**src/rtl/fifo_wr_arbiter_if.sv**
```systemverilog
// Shared FIFO write-port bundle: NUM_REQ producers plus the arbitrated write beat.
// The arbiter takes the slave side; producers and the FIFO view the master side.
interface fifo_wr_arbiter_if #(
    parameter int DATA_WIDTH = 8,
    parameter int NUM_REQ    = 4
);
    logic [NUM_REQ-1:0]            req;
    logic [NUM_REQ-1:0]            req_last;
    logic [NUM_REQ*DATA_WIDTH-1:0] req_data;
    logic                          full;
    logic [NUM_REQ-1:0]            ack;
    logic [NUM_REQ-1:0]            gnt;
    logic                          w_en;
    logic [DATA_WIDTH-1:0]         data_in;
    logic                          preempt;

    modport master (
        output req, req_last, req_data, full,
        input  ack, gnt, w_en, data_in, preempt
    );

    modport slave (
        input  req, req_last, req_data, full,
        output ack, gnt, w_en, data_in, preempt
    );
endinterface

```
**src/rtl/fifo_wr_arbiter.sv**
```systemverilog
// Round-robin burst arbiter for the single FIFO write port.
// One beat per cycle from the registered owner; MAX_BURST caps each grant.

module fifo_wr_arbiter_lane #(
    parameter int DATA_WIDTH = 8
) (
    input  logic                  sel,
    input  logic                  req,
    input  logic                  last,
    input  logic                  full,
    input  logic [DATA_WIDTH-1:0] data,
    output logic                  beat,
    output logic                  withdraw,
    output logic                  last_beat,
    output logic [DATA_WIDTH-1:0] data_o
);
    assign beat      = sel & req & ~full;
    assign withdraw  = sel & ~req;
    assign last_beat = beat & last;
    // Non-owners contribute zero so the top can OR-reduce the lanes.
    assign data_o    = sel ? data : '0;
endmodule

module fifo_wr_arbiter #(
    parameter int DATA_WIDTH = 8,
    parameter int NUM_REQ    = 4,
    parameter int MAX_BURST  = 16
) (
    input  logic wclk,
    input  logic wrst,
    fifo_wr_arbiter_if.slave bus
);
    localparam int OW = $clog2(NUM_REQ);
    localparam int CW = $clog2(MAX_BURST + 1);

    typedef enum logic {IDLE = 1'b0, BURST = 1'b1} state_t;

    state_t                             state;
    logic [OW-1:0]                      owner;
    logic [OW-1:0]                      last_owner;
    logic [CW-1:0]                      beat_cnt;
    logic                               preempt_q;

    logic [NUM_REQ-1:0]                 sel;
    logic [NUM_REQ-1:0]                 beat_vec;
    logic [NUM_REQ-1:0]                 wd_vec;
    logic [NUM_REQ-1:0]                 last_vec;
    logic [NUM_REQ-1:0][DATA_WIDTH-1:0] lane_data;
    logic [DATA_WIDTH-1:0]              data_mux;
    logic [OW-1:0]                      nxt_owner;
    logic [OW-1:0]                      scan_idx;
    logic                               found;
    logic                               beat;
    logic                               own_last;
    logic                               withdraw;
    logic                               cap_hit;

    genvar gi;
    generate
        for (gi = 0; gi < NUM_REQ; gi++) begin : g_lane
            assign sel[gi] = (state == BURST) && (owner == OW'(gi));
            fifo_wr_arbiter_lane #(.DATA_WIDTH(DATA_WIDTH)) u_lane (
                .sel       (sel[gi]),
                .req       (bus.req[gi]),
                .last      (bus.req_last[gi]),
                .full      (bus.full),
                .data      (bus.req_data[gi*DATA_WIDTH +: DATA_WIDTH]),
                .beat      (beat_vec[gi]),
                .withdraw  (wd_vec[gi]),
                .last_beat (last_vec[gi]),
                .data_o    (lane_data[gi])
            );
        end
    endgenerate

    always_comb begin
        data_mux = '0;
        for (int i = 0; i < NUM_REQ; i++) data_mux = data_mux | lane_data[i];
    end

    assign beat     = |beat_vec;
    assign own_last = |last_vec;
    assign withdraw = |wd_vec;
    assign cap_hit  = (beat_cnt == CW'(MAX_BURST - 1));

    // Scan starts just past the previous owner, so the last winner is checked last.
    always_comb begin
        nxt_owner = '0;
        scan_idx  = '0;
        found     = 1'b0;
        for (int k = 1; k <= NUM_REQ; k++) begin
            scan_idx = OW'((int'(last_owner) + k) % NUM_REQ);
            if (!found && bus.req[scan_idx]) begin
                found     = 1'b1;
                nxt_owner = scan_idx;
            end
        end
    end

    always_ff @(posedge wclk or posedge wrst) begin
        if (wrst) begin
            state      <= IDLE;
            owner      <= '0;
            last_owner <= OW'(NUM_REQ - 1);
            beat_cnt   <= '0;
            preempt_q  <= 1'b0;
        end else begin
            preempt_q <= 1'b0;
            case (state)
                IDLE: begin
                    if (found) begin
                        owner <= nxt_owner;
                        state <= BURST;
                    end
                end
                BURST: begin
                    if (withdraw || (beat && (own_last || cap_hit))) begin
                        state      <= IDLE;
                        last_owner <= owner;
                        beat_cnt   <= '0;
                        // A cap hit on a beat that is also last is a normal end.
                        preempt_q  <= beat & cap_hit & ~own_last;
                    end else if (beat) begin
                        beat_cnt <= beat_cnt + CW'(1);
                    end
                end
                default: state <= IDLE;
            endcase
        end
    end

    assign bus.gnt     = sel;
    assign bus.ack     = beat_vec;
    assign bus.w_en    = beat;
    assign bus.data_in = data_mux;
    assign bus.preempt = preempt_q;
endmodule

```
**src/flat_wrapper.sv**
```systemverilog
// flat-port wrapper written by rule: the top's interface ports become plain ports
module fifo_wr_arbiter_flat 
#(
    parameter int DATA_WIDTH = 8,
    parameter int NUM_REQ    = 4,
    parameter int MAX_BURST  = 16
)
  (wclk, wrst, bus_req, bus_req_last, bus_req_data, bus_full, bus_ack, bus_gnt, bus_w_en, bus_data_in, bus_preempt);
  fifo_wr_arbiter_if #(.DATA_WIDTH(DATA_WIDTH), .NUM_REQ(NUM_REQ)) bus_i ();
  input  logic wclk;
  input  logic wrst;
  input wire logic [$bits(bus_i.req)-1:0] bus_req;
  input wire logic [$bits(bus_i.req_last)-1:0] bus_req_last;
  input wire logic [$bits(bus_i.req_data)-1:0] bus_req_data;
  input wire logic [$bits(bus_i.full)-1:0] bus_full;
  output wire logic [$bits(bus_i.ack)-1:0] bus_ack;
  output wire logic [$bits(bus_i.gnt)-1:0] bus_gnt;
  output wire logic [$bits(bus_i.w_en)-1:0] bus_w_en;
  output wire logic [$bits(bus_i.data_in)-1:0] bus_data_in;
  output wire logic [$bits(bus_i.preempt)-1:0] bus_preempt;
  assign bus_i.req = bus_req;
  assign bus_i.req_last = bus_req_last;
  assign bus_i.req_data = bus_req_data;
  assign bus_i.full = bus_full;
  assign bus_ack = bus_i.ack;
  assign bus_gnt = bus_i.gnt;
  assign bus_w_en = bus_i.w_en;
  assign bus_data_in = bus_i.data_in;
  assign bus_preempt = bus_i.preempt;
  fifo_wr_arbiter #(.DATA_WIDTH(DATA_WIDTH), .NUM_REQ(NUM_REQ), .MAX_BURST(MAX_BURST)) u_core (.wclk(wclk), .wrst(wrst), .bus(bus_i));
endmodule
```
**config.mk**
```make
export PLATFORM = sky130hd
export DESIGN_NAME = fifo_wr_arbiter_flat
export DESIGN_NICKNAME = d
export VERILOG_FILES = /design/src/rtl/fifo_wr_arbiter_if.sv /design/src/rtl/fifo_wr_arbiter.sv /design/src/flat_wrapper.sv
export SDC_FILE = /design/constraint.sdc
export NUM_CORES = 1
export LEC_CHECK = 0
export ABC_AREA = 1
export BUFFER_PORTS_ARGS = -buffer_cell sky130_fd_sc_hd__buf_2
export CORE_ASPECT_RATIO = 1.25
export CORE_MARGIN = 5
export CORE_UTILIZATION = 43
export CTS_CLUSTER_DIAMETER = 60
export CTS_CLUSTER_SIZE = 40
export DETAILED_ROUTE_END_ITERATION = 10
export MAX_ROUTING_LAYER = met4
export PLACE_DENSITY = 0.74
export RECOVER_POWER = 25
export SKIP_CTS_REPAIR_TIMING = 1
export SLEW_MARGIN = 20
export SYNTH_ARGS = -nofsm -noshare
export SYNTH_HDL_FRONTEND = slang
export SYNTH_HIERARCHICAL = 1
export SYNTH_SLANG_ARGS = --single-unit
```
**constraint.sdc**
```tcl
create_clock -name wclk -period 3.2 [get_ports wclk]
set_input_delay 0.16 -clock wclk [delete_from_list [all_inputs] [get_ports wclk]]
set_output_delay 0.16 -clock wclk [all_outputs]
set_load 0.05 [all_outputs]
```
* After elaboration in Yosys (flattened, before gate mapping)
Cells that the tools add are included.
** Storage, ports and cells
- Bits in registers :: 11
- Bits of input ports :: 43
- Output and inout port bits :: 18
- Logic and storage cells :: 94
** Cells by class
- Add/sub/neg operators :: 5
- $lt $le $gt $ge :: 4
- Equal/unequal tests :: 4
- Multiplexer cells :: 27
- Bitwise logic cells :: 28
- Reduce and logical (&&, ||, !) cells :: 21
** Operators by type and width (number)
- $mux W8 :: 4
- $or A8 B8 Y8 :: 3
- $and A1 B1 Y1 :: 18
- $lt A2 B3 Y1 const B :: 4
- $mux W1 :: 12
- $reduce_or A4 Y1 :: 3
- $mux W5 :: 2
- $bmux W1 S2 :: 4
- $logic_and A1 B1 Y1 :: 8
- $mux W2 :: 4
- $not A1 Y1 :: 7
- $reduce_and A2 Y1 :: 3
- $add A5 B1 Y5 const B :: 1
- $eq A5 B4 Y1 const B :: 1
- $add A2 B1 Y2 const B :: 2
- $add A2 B2 Y2 const B :: 2
- $eq A2 B2 Y1 const B :: 2
- $logic_not A1 Y1 :: 3
- $eq A2 B1 Y1 const B :: 1
- $logic_not A2 Y1 :: 1
- $logic_or A1 B1 Y1 :: 2
- $pmux W1 S2 :: 1
- $reduce_bool A2 Y1 :: 1

* Logic depth before layout (Yosys ltp)
- Word-level depth :: 15
- Depth in mapped cells :: 12
- Depth with buffers taken out :: 11

* Cells and area by module
The synthesis kept the hierarchy.
** Modules (own cells, without submodules)
- fifo_wr_arbiter :: times used 1, cells an instance 133, area an instance 898.4 um^2, sequential area each 277.8 um^2
- fifo_wr_arbiter_lane :: times used 4, cells an instance 24, area an instance 113.9 um^2, sequential area each 0.0 um^2

* Worst setup path before layout
No wires, ideal clock.
- Path kind :: register to register
- Start :: reg u_core.owner[1]
- End :: reg u_core.beat_cnt[4]
- Library setup time :: 0.083 ns
- Arrival :: 3.496 ns
- Data required time :: 3.117 ns
- Slack :: -0.379 ns
- Stages on the path, launching flop included :: 11
- Path buffers :: 1
- Clock period less this slack :: 3.579 ns
- Path through :: dfrtp_1 -> inv_1 -> nor3_1 -> buf_6 -> nand3_4 -> inv_1 -> nor2_1 -> nand2_1 -> o21ai_1 -> or3_1 -> o21ai_0
** On the way
- Elaborated cells on any way between the ends :: 33
- Those cells by class :: eq/ne (3); mux (1); bitwise (16); reduce/logical (13)
** RTL lines
- start, declared :: line fifo_wr_arbiter.sv:39 : logic [OW-1:0] owner;
- start signal, assigned :: line fifo_wr_arbiter.sv:112 : owner <= nxt_owner;
- $eq A2 B2 Y1 * :: line fifo_wr_arbiter.sv:61 : assign sel[gi] = (state == BURST) && (owner == OW'(gi));
- $logic_and A1 B1 Y1 * :: line fifo_wr_arbiter.sv:61
- via bus_gnt[3] :: line flat_wrapper.sv:17 : output wire logic [$bits(bus_i.gnt)-1:0] bus_gnt;
- $and A1 B1 Y1 * (2 in series) :: line fifo_wr_arbiter.sv:17 : assign beat = sel & req & ~full;
- via bus_ack[3] :: line flat_wrapper.sv:16 : output wire logic [$bits(bus_i.ack)-1:0] bus_ack;
- $reduce_or A4 Y1 * :: line fifo_wr_arbiter.sv:81 : assign beat = |beat_vec;
- via bus_w_en :: line flat_wrapper.sv:18 : output wire logic [$bits(bus_i.w_en)-1:0] bus_w_en;
- $logic_and A1 B1 Y1 :: line fifo_wr_arbiter.sv:117 : if (withdraw || (beat && (own_last || cap_hit))) begin
- $logic_or A1 B1 Y1 :: line fifo_wr_arbiter.sv:117
- $reduce_bool A2 Y1 (no line)
- $reduce_and A2 Y1 (no line)
- end signal, assigned :: line fifo_wr_arbiter.sv:124 : beat_cnt <= beat_cnt + CW'(1);
- end, declared :: line fifo_wr_arbiter.sv:41 : logic [CW-1:0] beat_cnt;
The timed path passes the listed nets; every way through them passes the cells marked *.
A chain may end at the register's enable or synchronous reset.

* Final worst setup path
- Start :: reg u_core.owner[0]
- End :: reg u_core.beat_cnt[0]
** On the way
- Longest elaborated chain between the ends :: 11
- Elaborated cells on any way between the ends :: 33
- Those cells by class :: eq/ne (3); mux (1); bitwise (16); reduce/logical (13)
** Ends and longest elaborated chain
- $eq A2 B2 Y1 (tied with other cells) :: line fifo_wr_arbiter.sv:61
- $logic_and A1 B1 Y1 :: line fifo_wr_arbiter.sv:61
- $and A1 B1 Y1 (2 in series) :: line fifo_wr_arbiter.sv:17
- $and A1 B1 Y1 :: line fifo_wr_arbiter.sv:19 : assign last_beat = beat & last;
- $reduce_or A4 Y1 :: line fifo_wr_arbiter.sv:82 : assign own_last = |last_vec;
- $logic_or A1 B1 Y1 :: line fifo_wr_arbiter.sv:117
- $logic_and A1 B1 Y1 :: line fifo_wr_arbiter.sv:117
- $logic_or A1 B1 Y1 :: line fifo_wr_arbiter.sv:117
- $reduce_bool A2 Y1 (no line)
- $reduce_and A2 Y1 (no line)
Parallel ways exist; a longest one is shown, timed or not.

==> metrics.cfg <==
[setup_path]
cp_slowest_stage_delay_ps=650
crit_path_max_fanout=11
crit_required_ps=3380
cp_top_family=simple AND/OR/NAND/NOR gates
endpoint_kind=flop
crit_path_top_delay_cell=nor3_2
cp-start-kind=flop
cp.arrival_ps=2580
cpMostUsedCell=inv_1
cp_cell_sequence=inv_1, nor3_2, nand3_4, inv_1, nor2_1, nand2_1, o21ai_1, or3_1, o21ai_0
crit_type=flop to flop
path_buf_inv=2

[floorplanning]
core_um2=2970
dieArea_um2=4380
die_y_um=72.7
die_w_um=60.2
row_count=22
start_util_pct=45.5
ios=61

[place]
gp_congestion=0.842
dp_cells=321
io_buffers=60
dp_slack_ps=848
hpwlAfterDp_um=2820

[route]
vias=1500
antenna_left=0
routedWlPerCell_um=10.4
viasPerCell=4.60
drt-total-wl_um=3380
drc_errors=0
drt-initial-drc-count=47
drtPass1Iterations=4

[worst_hold_path]
hold_class=input port to flop

[synth]
synthCells=229
synth_area_leaders=nand2_1 20%, dfrtp_1 17%, inv_1 16%
async_flop_share_pct=100
ys_ff_latch=11
yosysMostFrequentCell=nand2_1
synthFlopType=dfrtp_1
syn-num-nets=274
synth_top_area_share_pct=20.2
seq_area_frac_synth_pct=20.5
netlist_area_um2=1350
synth_edf_count=0
synth_common_cells=73 x nand2_1, 57 x inv_1, 17 x nor2_1
syn_area_per_cell_um2=5.91
yosysWarnings=6
synth_cell_types=27
synth_area_leader_cell=nand2_1

[power_and_ir_drop]
combPwrFrac_pct=78.6
finalPower_mw=1.59
sw_frac_of_total_pct=63.2
cellPowerDensity_nw_per_um2=929
p_switching_mw=1.01
peakVddDrop_mv=0.696
p_int_uw=585
p_leak_nw=1.21
p_seq_share_pct=15.7
pwr-share-clk_pct=5.7

[global_routing]
grt_max_degree=12
grt_pass1_vias=1361
antenna_found_initial=0
overflow=0
grt_pass1_wl_um=5530
track_usage_pct=16.4

[sta]
finalHoldViolCount=0
finalSetupTns_ps=0
slew_headroom_pct=43.2
period_share_pct=75.0
finClkSkew_ps=0.352
setup_slack_ps=801
period_minus_slack_ps=2400
finalMaxSlewViolations=0
clock.fmax_mhz=417
setup_viol=0
grt_setup_unrepaired=no
worstMarginPinSlew_ps=848

[finish]
fin_nets=336
drive_gt1_share_pct=34.1
final_core_util_pct=57.6
stdcell_count=326
syn_to_final_growth_pct=26.5
antennaDiodeCount=0

[cts]
cts_max_level=1
clk_pin_slew_ps=70
cts_tree=built
root_buffer=clkbuf_4
clock_latency_ps=260
cts_made_buffers=3
clockBufferDepth=2
clock_sinks=11

[flow_run]
maxCapViolations=0

[status]
status=finished clean

[stage by stage]
| step | hold slack [ps] | cell area (um2) |
|---|---|---|
| 3_3_place_gp | 166 | 1680 |
| 6_report | 329 | 1710 |
| 4_1_cts | -116 | 1700 |
| 2_1_floorplan | 11.0 | 1370 |
| 3_5_place_dp | 169 | 1680 |
| 5_1_grt | 367 | 1710 |
[layout make-up]
class / count / area [um2]
clock buffers: 4 / 26.3
fillers: 307 / 1260
inverters: 61 / 229
multi-input cells: 152 / 817
flip-flops and latches: 11 / 278
well taps: 36 / 45.0
repair buffers: 62 / 318
[final timing paths]
kind                                        end  slack, ps               start  depth (start not counted)
setup / recovery             u_core/beat_cnt[0]        800     u_core/owner[0]                          9
hold / removal               u_core/bus.preempt        330     bus_req_last[2]                          6
setup reg to reg             u_core/beat_cnt[0]        800     u_core/owner[0]                          9
hold reg to reg              u_core/beat_cnt[4]        500  u_core/beat_cnt[4]                          2
max in group asynchronous  u_core/last_owner[1]       2460                wrst                          3
min in group asynchronous          u_core/state        430                wrst                          3
[logic make-up (layout without fill, tap and decap cells)]
| family | after synthesis | in the layout | synth area share (%) |
|---|---|---|---|
| AOI/OAI and AO/OA | 13 | 13 | 5.08 |
| xor gates and xnor gates | 1 | 1 | 0.647 |
| adders and majority gates | 2 | 2 | 1.85 |
| buffers and inverters | 66 | 127 | 20.6 |
| DFF | 11 | 11 | 20.5 |
| and+or+nand+nor | 136 | 136 | 51.3 |
[per-layer routing]
| layer | track usage (%) | part of all wire [%] |
|---|---|---|
| met3 | 2.83 | 13 |
| met2 | 29.1 | 47 |
| met1 | 17.8 | 39 |
| met5 | - | 0 |
| met4 | 6.16 | 1.1 |
[power by group through the flow]
stage	logic (mW)	registers, mW	clock network (mW)
detailed placement	1.25	0.252	0
global route	1.38	0.260	0.101
CTS	1.26	0.249	0.0951
finish	1.25	0.250	0.0913
global placement	1.24	0.250	0
floorplan	1.06	0.233	0
[flip-flops by register name, summed over array words and instances, names as in the netlist]
name and flops:
u_core/owner 2, u_core/bus.preempt 1, u_core/state 1, u_core/last_owner 2
u_core/beat_cnt 5
[cell usage in the layout, fill, tap and decap left out, types with 5 or more instances in the layout]
master / instances
nand2_1: 73
buf_2: 60
inv_1: 57
nor2_1: 17
nand2_2: 10
o21ai_0: 9
dfrtp_1: 9
or4_1: 8
nand3_1: 5
[worst register-to-register path: cells and delay by family (launching register included)]
| kind | cells | cell delay (ps) |
|---|---|---|
| AOI/OAI and AO/OA | 2 | 360 |
| and+or+nand+nor | 5 | 1310 |
| DFF | 1 | 430 |
| buffers and inverters | 2 | 210 |
Note: power is estimated with default switching activity, not from simulation.
